<file path="config.mk">
export PLATFORM = sky130hd
export DESIGN_NAME = sync_fifo_pkt
export DESIGN_NICKNAME = d
export VERILOG_FILES = /design/src/rtl/sync_fifo_pkt.sv
export SDC_FILE = /design/constraint.sdc
export NUM_CORES = 1
export LEC_CHECK = 0
export CAP_MARGIN = 20
export CORE_ASPECT_RATIO = 0.75
export CORE_MARGIN = 1.5
export CORE_UTILIZATION = 40
export CTS_BUF_LIST = sky130_fd_sc_hd__clkbuf_16
export DETAILED_ROUTE_END_ITERATION = 12
export PLACE_DENSITY = 0.64
export SLEW_MARGIN = 20
export SYNTH_ARGS = -nofsm -noshare
export SYNTH_HDL_FRONTEND = slang
export SYNTH_SLANG_ARGS = --single-unit
</file>
<file path="constraint.sdc">
create_clock -name clk -period 6.05 [get_ports clk]
set_input_delay 1.815 -clock clk [delete_from_list [all_inputs] [get_ports clk]]
set_output_delay 1.815 -clock clk [all_outputs]
set_load 0.02 [all_outputs]
</file>
<file path="src/rtl/sync_fifo_pkt.sv">
// sync_fifo_pkt: single-clock FIFO with packet commit/discard, fill level,
// programmable almost-full/almost-empty flags and FWFT or registered read.
// Writes land behind a speculative pointer and become visible to the reader
// only when the committed pointer catches up with it, so a half-captured
// frame can be thrown away without disturbing data already handed over.

module sync_fifo_pkt #(
    parameter int DATA_WIDTH = 8,
    parameter int ADDR_WIDTH = 4,
    parameter int FWFT       = 1,
    parameter int PKT_MODE   = 1,
    parameter int AF_LEVEL   = 2**ADDR_WIDTH-2,
    parameter int AE_LEVEL   = 2
) (
    input  logic                  clk,
    input  logic                  rst,
    input  logic                  wr_en,
    input  logic [DATA_WIDTH-1:0] wdata,
    input  logic                  wr_commit,
    input  logic                  wr_discard,
    output logic                  full,
    output logic                  almost_full,
    output logic                  overflow,
    input  logic                  rd_en,
    output logic [DATA_WIDTH-1:0] rdata,
    output logic                  rvalid,
    output logic                  empty,
    output logic                  almost_empty,
    output logic                  underflow,
    output logic [ADDR_WIDTH:0]   level
);

    localparam int DEPTH = 2**ADDR_WIDTH;
    localparam int PW    = ADDR_WIDTH + 1;

    localparam logic [PW-1:0] ONE       = PW'(1);
    localparam logic [PW-1:0] DEPTH_CNT = PW'(DEPTH);
    localparam logic [PW-1:0] AF_CNT    = PW'(AF_LEVEL);
    localparam logic [PW-1:0] AE_CNT    = PW'(AE_LEVEL);

    // Storage array; contents are deliberately left unreset.
    logic [DATA_WIDTH-1:0] mem [DEPTH];

    // Pointers carry one extra MSB so that full and empty are distinguishable.
    logic [PW-1:0] wptr_spec_q, wptr_spec_d;
    logic [PW-1:0] wptr_cmt_q,  wptr_cmt_d;
    logic [PW-1:0] rptr_q,      rptr_d;

    // Registered status, all computed from the next-state pointers.
    logic [PW-1:0] level_q, level_d;
    logic          full_q,         full_d;
    logic          almost_full_q,  almost_full_d;
    logic          empty_q,        empty_d;
    logic          almost_empty_q, almost_empty_d;
    logic          overflow_q,     overflow_d;
    logic          underflow_q,    underflow_d;

    // Registered read path, only meaningful when FWFT is off.
    logic                  rvalid_q, rvalid_d;
    logic [DATA_WIDTH-1:0] rdata_q,  rdata_d;

    logic                  wr_accept;
    logic                  rd_accept;
    logic [PW-1:0]         spec_count_d;
    logic [DATA_WIDTH-1:0] head_data;

    // Requests are qualified only by registered flags, so a write never sees
    // space freed by a pop in the same cycle and vice versa.
    assign wr_accept = wr_en && !full_q;
    assign rd_accept = rd_en && !empty_q;
    assign head_data = mem[rptr_q[ADDR_WIDTH-1:0]];

    // Next-state pointers: write, commit/discard, then pop.
    always_comb begin
        wptr_spec_d = wptr_spec_q;
        wptr_cmt_d  = wptr_cmt_q;
        rptr_d      = rptr_q;

        if (wr_accept) begin
            wptr_spec_d = wptr_spec_q + ONE;
        end

        if (PKT_MODE != 0) begin
            // Discard rewinds past any write in this same cycle and beats a
            // simultaneous commit; commit includes this cycle's write.
            if (wr_discard) begin
                wptr_spec_d = wptr_cmt_q;
            end else if (wr_commit) begin
                wptr_cmt_d = wptr_spec_d;
            end
        end else begin
            wptr_cmt_d = wptr_spec_d;
        end

        if (rd_accept) begin
            rptr_d = rptr_q + ONE;
        end
    end

    // Next-state flags, level and registered read data.
    always_comb begin
        spec_count_d   = wptr_spec_d - rptr_d;
        level_d        = wptr_cmt_d - rptr_d;
        full_d         = (spec_count_d == DEPTH_CNT);
        almost_full_d  = (spec_count_d >= AF_CNT);
        empty_d        = (wptr_cmt_d == rptr_d);
        almost_empty_d = (level_d <= AE_CNT);
        overflow_d     = wr_en && full_q;
        underflow_d    = rd_en && empty_q;
        rvalid_d       = 1'b0;
        rdata_d        = rdata_q;

        if ((FWFT == 0) && rd_accept) begin
            rvalid_d = 1'b1;
            rdata_d  = head_data;
        end
    end

    // State register with asynchronous reset; a reset drops every packet.
    always_ff @(posedge clk or posedge rst) begin
        if (rst) begin
            wptr_spec_q    <= '0;
            wptr_cmt_q     <= '0;
            rptr_q         <= '0;
            level_q        <= '0;
            full_q         <= 1'b0;
            almost_full_q  <= 1'b0;
            empty_q        <= 1'b1;
            almost_empty_q <= 1'b1;
            overflow_q     <= 1'b0;
            underflow_q    <= 1'b0;
            rvalid_q       <= 1'b0;
            rdata_q        <= '0;
        end else begin
            wptr_spec_q    <= wptr_spec_d;
            wptr_cmt_q     <= wptr_cmt_d;
            rptr_q         <= rptr_d;
            level_q        <= level_d;
            full_q         <= full_d;
            almost_full_q  <= almost_full_d;
            empty_q        <= empty_d;
            almost_empty_q <= almost_empty_d;
            overflow_q     <= overflow_d;
            underflow_q    <= underflow_d;
            rvalid_q       <= rvalid_d;
            rdata_q        <= rdata_d;
        end
    end

    // Memory write port; the slot is always free because full gates it.
    always_ff @(posedge clk) begin
        if (wr_accept) begin
            mem[wptr_spec_q[ADDR_WIDTH-1:0]] <= wdata;
        end
    end

    assign full         = full_q;
    assign almost_full  = almost_full_q;
    assign overflow     = overflow_q;
    assign empty        = empty_q;
    assign almost_empty = almost_empty_q;
    assign underflow    = underflow_q;
    assign level        = level_q;
    assign rdata        = (FWFT != 0) ? head_data : rdata_q;
    assign rvalid       = (FWFT != 0) ? !empty_q  : rvalid_q;

endmodule

</file>
==> flow_metrics.py <==
metrics = {
    "status": {
        "status": "complete, no violations",
    },
    "worst_setup_path": {
        "crit_fanout": 18,
        "critPathKind": "reg2out",
        "startpoint_type": "register",
        "arrival_ps": 3060,
        "slowest_delay_ps": 770,
        "crit_buf_inv": 2,
        "worst_setup_path_end_kind": "output port",
        "timing.critical_path.cells": "buf_4 -> mux4_2 -> mux2i_1 -> a21oi_1 -> clkdlybuf4s50_1",
        "cp_top_family": "buffers and inverters",
        "slowest_stage": "dfrtp_2",
        "required_ps": 4240,
    },
    "grt": {
        "antenna_found_initial": 0,
        "grt-ovfl-total": 0,
        "grt_pass1_vias": 3326,
        "track_usage_pct": 16.1,
        "grt_max_degree": 27,
        "grt_pass1_wl_mm": 19.4,
    },
    "route": {
        "first_iter_violations": 247,
        "via_count": 3225,
        "topRoutingLayerUsed": "met4",
        "drc": 0,
        "met3_length_um": 683,
        "finalWirelength_mm": 12.5,
        "dr.pass1.iters": 7,
        "ant_nets": 0,
        "drt-met1-wl_mm": 5.94,
        "wire_per_inst_um": 19.8,
        "wl_met2_mm": 5.84,
        "routed_via_density": 5.09,
    },
    "synth": {
        "synth_seq_area_share_pct": 69.1,
        "synth_cells": 368,
        "avgSynthCellArea_um2": 17.7,
        "syn_area_um2": 6510,
        "synth-adder-area-share_pct": 3.00,
        "yosys.cell_types.count": 46,
        "synth_ff_type": "edfxtp_1",
        "syn_nets": 397,
        "synth_xor_area_share_pct": 3.13,
        "synthMuxAreaShare_pct": 13.0,
        "async_flop_share_pct": 16.9,
        "yosys_warnings": 0,
        "synth-compound-area-share_pct": 3.56,
        "synth_top_family_by_area": "multiplexers",
        "synth-seq-cells": 154,
        "synth_edf_count": 128,
        "synthSimpleGateAreaFrac_pct": 6.17,
    },
    "sta": {
        "hold_viol": 0,
        "fmax_mhz": 205,
        "final.setup_skew_ps": 16.0,
        "finalCriticalPeriod_ps": 4870,
        "setup_tns_ps": 0,
        "fin_crit_sh_pct": 80.6,
        "slew_headroom_pct": 34.1,
        "maxSlewViolCount": 0,
        "rsz0062_at_grt": "no",
        "setup_viol": 0,
        "worst_pin_slew_ps": 983,
        "setup_ws_ps": 1180,
    },
    "place": {
        "dpl.hpwl_mm": 8.26,
        "post-place-ws_ps": 1380,
        "gp_congestion": 0.832,
        "io_buffers": 33,
    },
    "cts": {
        "clkLatencyLatePin_ps": 430,
        "clock_path_buffers": 2,
        "clk_pin_slew_ps": 60,
        "postCtsHoldBufs": 0,
        "cts_num_sinks": 154,
        "ctsResizeCount": 0,
        "cts_buffers": 17,
        "postCtsSetupBuffers": 0,
        "htree_levels": 4,
        "cts_tree": "built",
        "cts_root_buf": "clkbuf_16",
    },
    "die": {
        "rows": 40,
        "dieArea_um2": 17100,
        "die_y_um": 113,
        "coreArea_um2": 16000,
        "die_w_um": 150,
        "start_util_pct": 40.8,
        "pin_count": 34,
    },
    "pwr": {
        "p_leak_nw": 2.68,
        "p_per_area_nw_per_um2": 526,
        "peakVddDrop_uv": 233,
    },
    "cells_and_area": {
        "layout-area-overhead-vs-synth_pct": 16.9,
        "fin_util_pct": 47.7,
        "fin_nets": 440,
        "nFillCells": 1311,
        "diodes": 0,
        "drive_gt1_share_pct": 17.7,
    },
    "job": {
        "drv_cap": 0,
    },
    "worst_hold_path": {
        "hold_class": "reg2reg",
    },
}
-- cell families after synthesis --
kind of cell | Yosys count
AND/OR/NAND/NOR | 70
XOR/XNOR | 20
flip-flops | 154
adder cells (fa/ha/maj) | 15
AO/OA/AOI/OAI | 33
multiplexers | 44
buffers and inverters | 32
-- power breakdown --
part	switching [W]	internal, W	total, W
logic	0.000798	0.000771	0.00157
registers	0.000170	0.00131	0.00148
clock network	0.000400	0.000555	0.000955
-- Yosys cell counts (2+ instances only) --
library cell	instances	area [um2]
nand3_1	3	15.0
mux2i_1	10	100
xnor2_1	11	96.3
clkbuf_1	6	22.5
buf_2	7	35.0
a21oi_1	13	65.1
nand2b_1	2	12.5
a21o_1	3	22.5
and3_1	3	18.8
nand2_1	15	56.3
nor2b_1	10	62.6
dfrtp_1	24	601
nor3_1	2	10.0
a211oi_1	10	75.1
ha_1	14	175
dfstp_2	2	52.6
nor2_1	9	33.8
edfxtp_1	128	3840
mux4_2	32	721
xor2_1	7	61.3
inv_1	17	63.8
mux2_2	2	22.5
and2_1	15	93.8
-- area by class of cell --
class                           instances  area [um2]  share of cell area (%)
Clock inverter                         15         110                    1.45
Timing Repair Buffer                   39         375                    4.93
Tap cell                              210         263                    3.45
Sequential cell                       154        4500                    59.1
Clock buffer                           17         425                    5.59
Inverter                               17        63.8                   0.838
Multi-Input combinational cell        182        1880                    24.6
-- final timing paths --
kind                                from             to  slack, ps  depth (start not counted)
hold reg to reg            wptr_cmt_q[2]  wptr_cmt_q[2]        510                          2
setup reg to reg               rptr_q[1]           full       2850                         11
max in group asynchronous            rst      rptr_q[0]       3740                          2
min in group asynchronous            rst       level[4]       1810                          2
setup / recovery               rptr_q[0]       rdata[6]       1180                          5
hold / removal             wptr_cmt_q[2]  wptr_cmt_q[2]        510                          2
-- worst min-delay path: stages (launching register included) --
cell,delay [ps]
dfrtp_1,350
nand2_1,70
nand2_1,60
-- through the flow --
stage | std cells | hold slack (ps) | area (um2) | total power, W
after global routing | 634 | 523 | 7610 | 0.00423
final | 634 | 508 | 7610 | 0.00400
after floorplan | 368 | 458 | 6510 | 0.00258
after global placement | 602 | 497 | 7080 | 0.00306
after CTS | 634 | 506 | 7610 | 0.00404
after detailed placement | 602 | 486 | 7080 | 0.00308
-- flip-flops by register name, indices dropped and copies added, names as in the netlist --
signal,flops
underflow,1
rptr_q,5
wptr_cmt_q,5
overflow,1
almost_full,1
wptr_spec_q,5
empty,1
almost_empty,1
level,5
full,1
mem,128
-- cells in the final DEF, fill, tap and decap left out, types with 2 or more instances in the layout --
cell type	count
edfxtp_1	128
clkdlybuf4s50_1	33
mux4_2	32
dfrtp_1	23
inv_1	17
clkbuf_16	17
nand2_1	15
and2_1	15
ha_1	14
a21oi_1	13
xnor2_1	11
nor2b_1	10
a211oi_1	10
mux2i_1	10
nor2_1	9
xor2_1	7
buf_4	6
clkinv_1	5
clkinvlp_4	5
a21o_1	3
and3_1	3
nand3_1	3
clkinv_2	3
nor3_1	2
mux2_2	2
nand2b_1	2
dfstp_2	2
-- metal layers --
layer	track usage, %	vias up
met4	5.49	0
met3	3.72	4
met5	0	-
li1	-	1503
met2	23.4	72
met1	23.9	1646
Power figures use the tool's default switching activity.
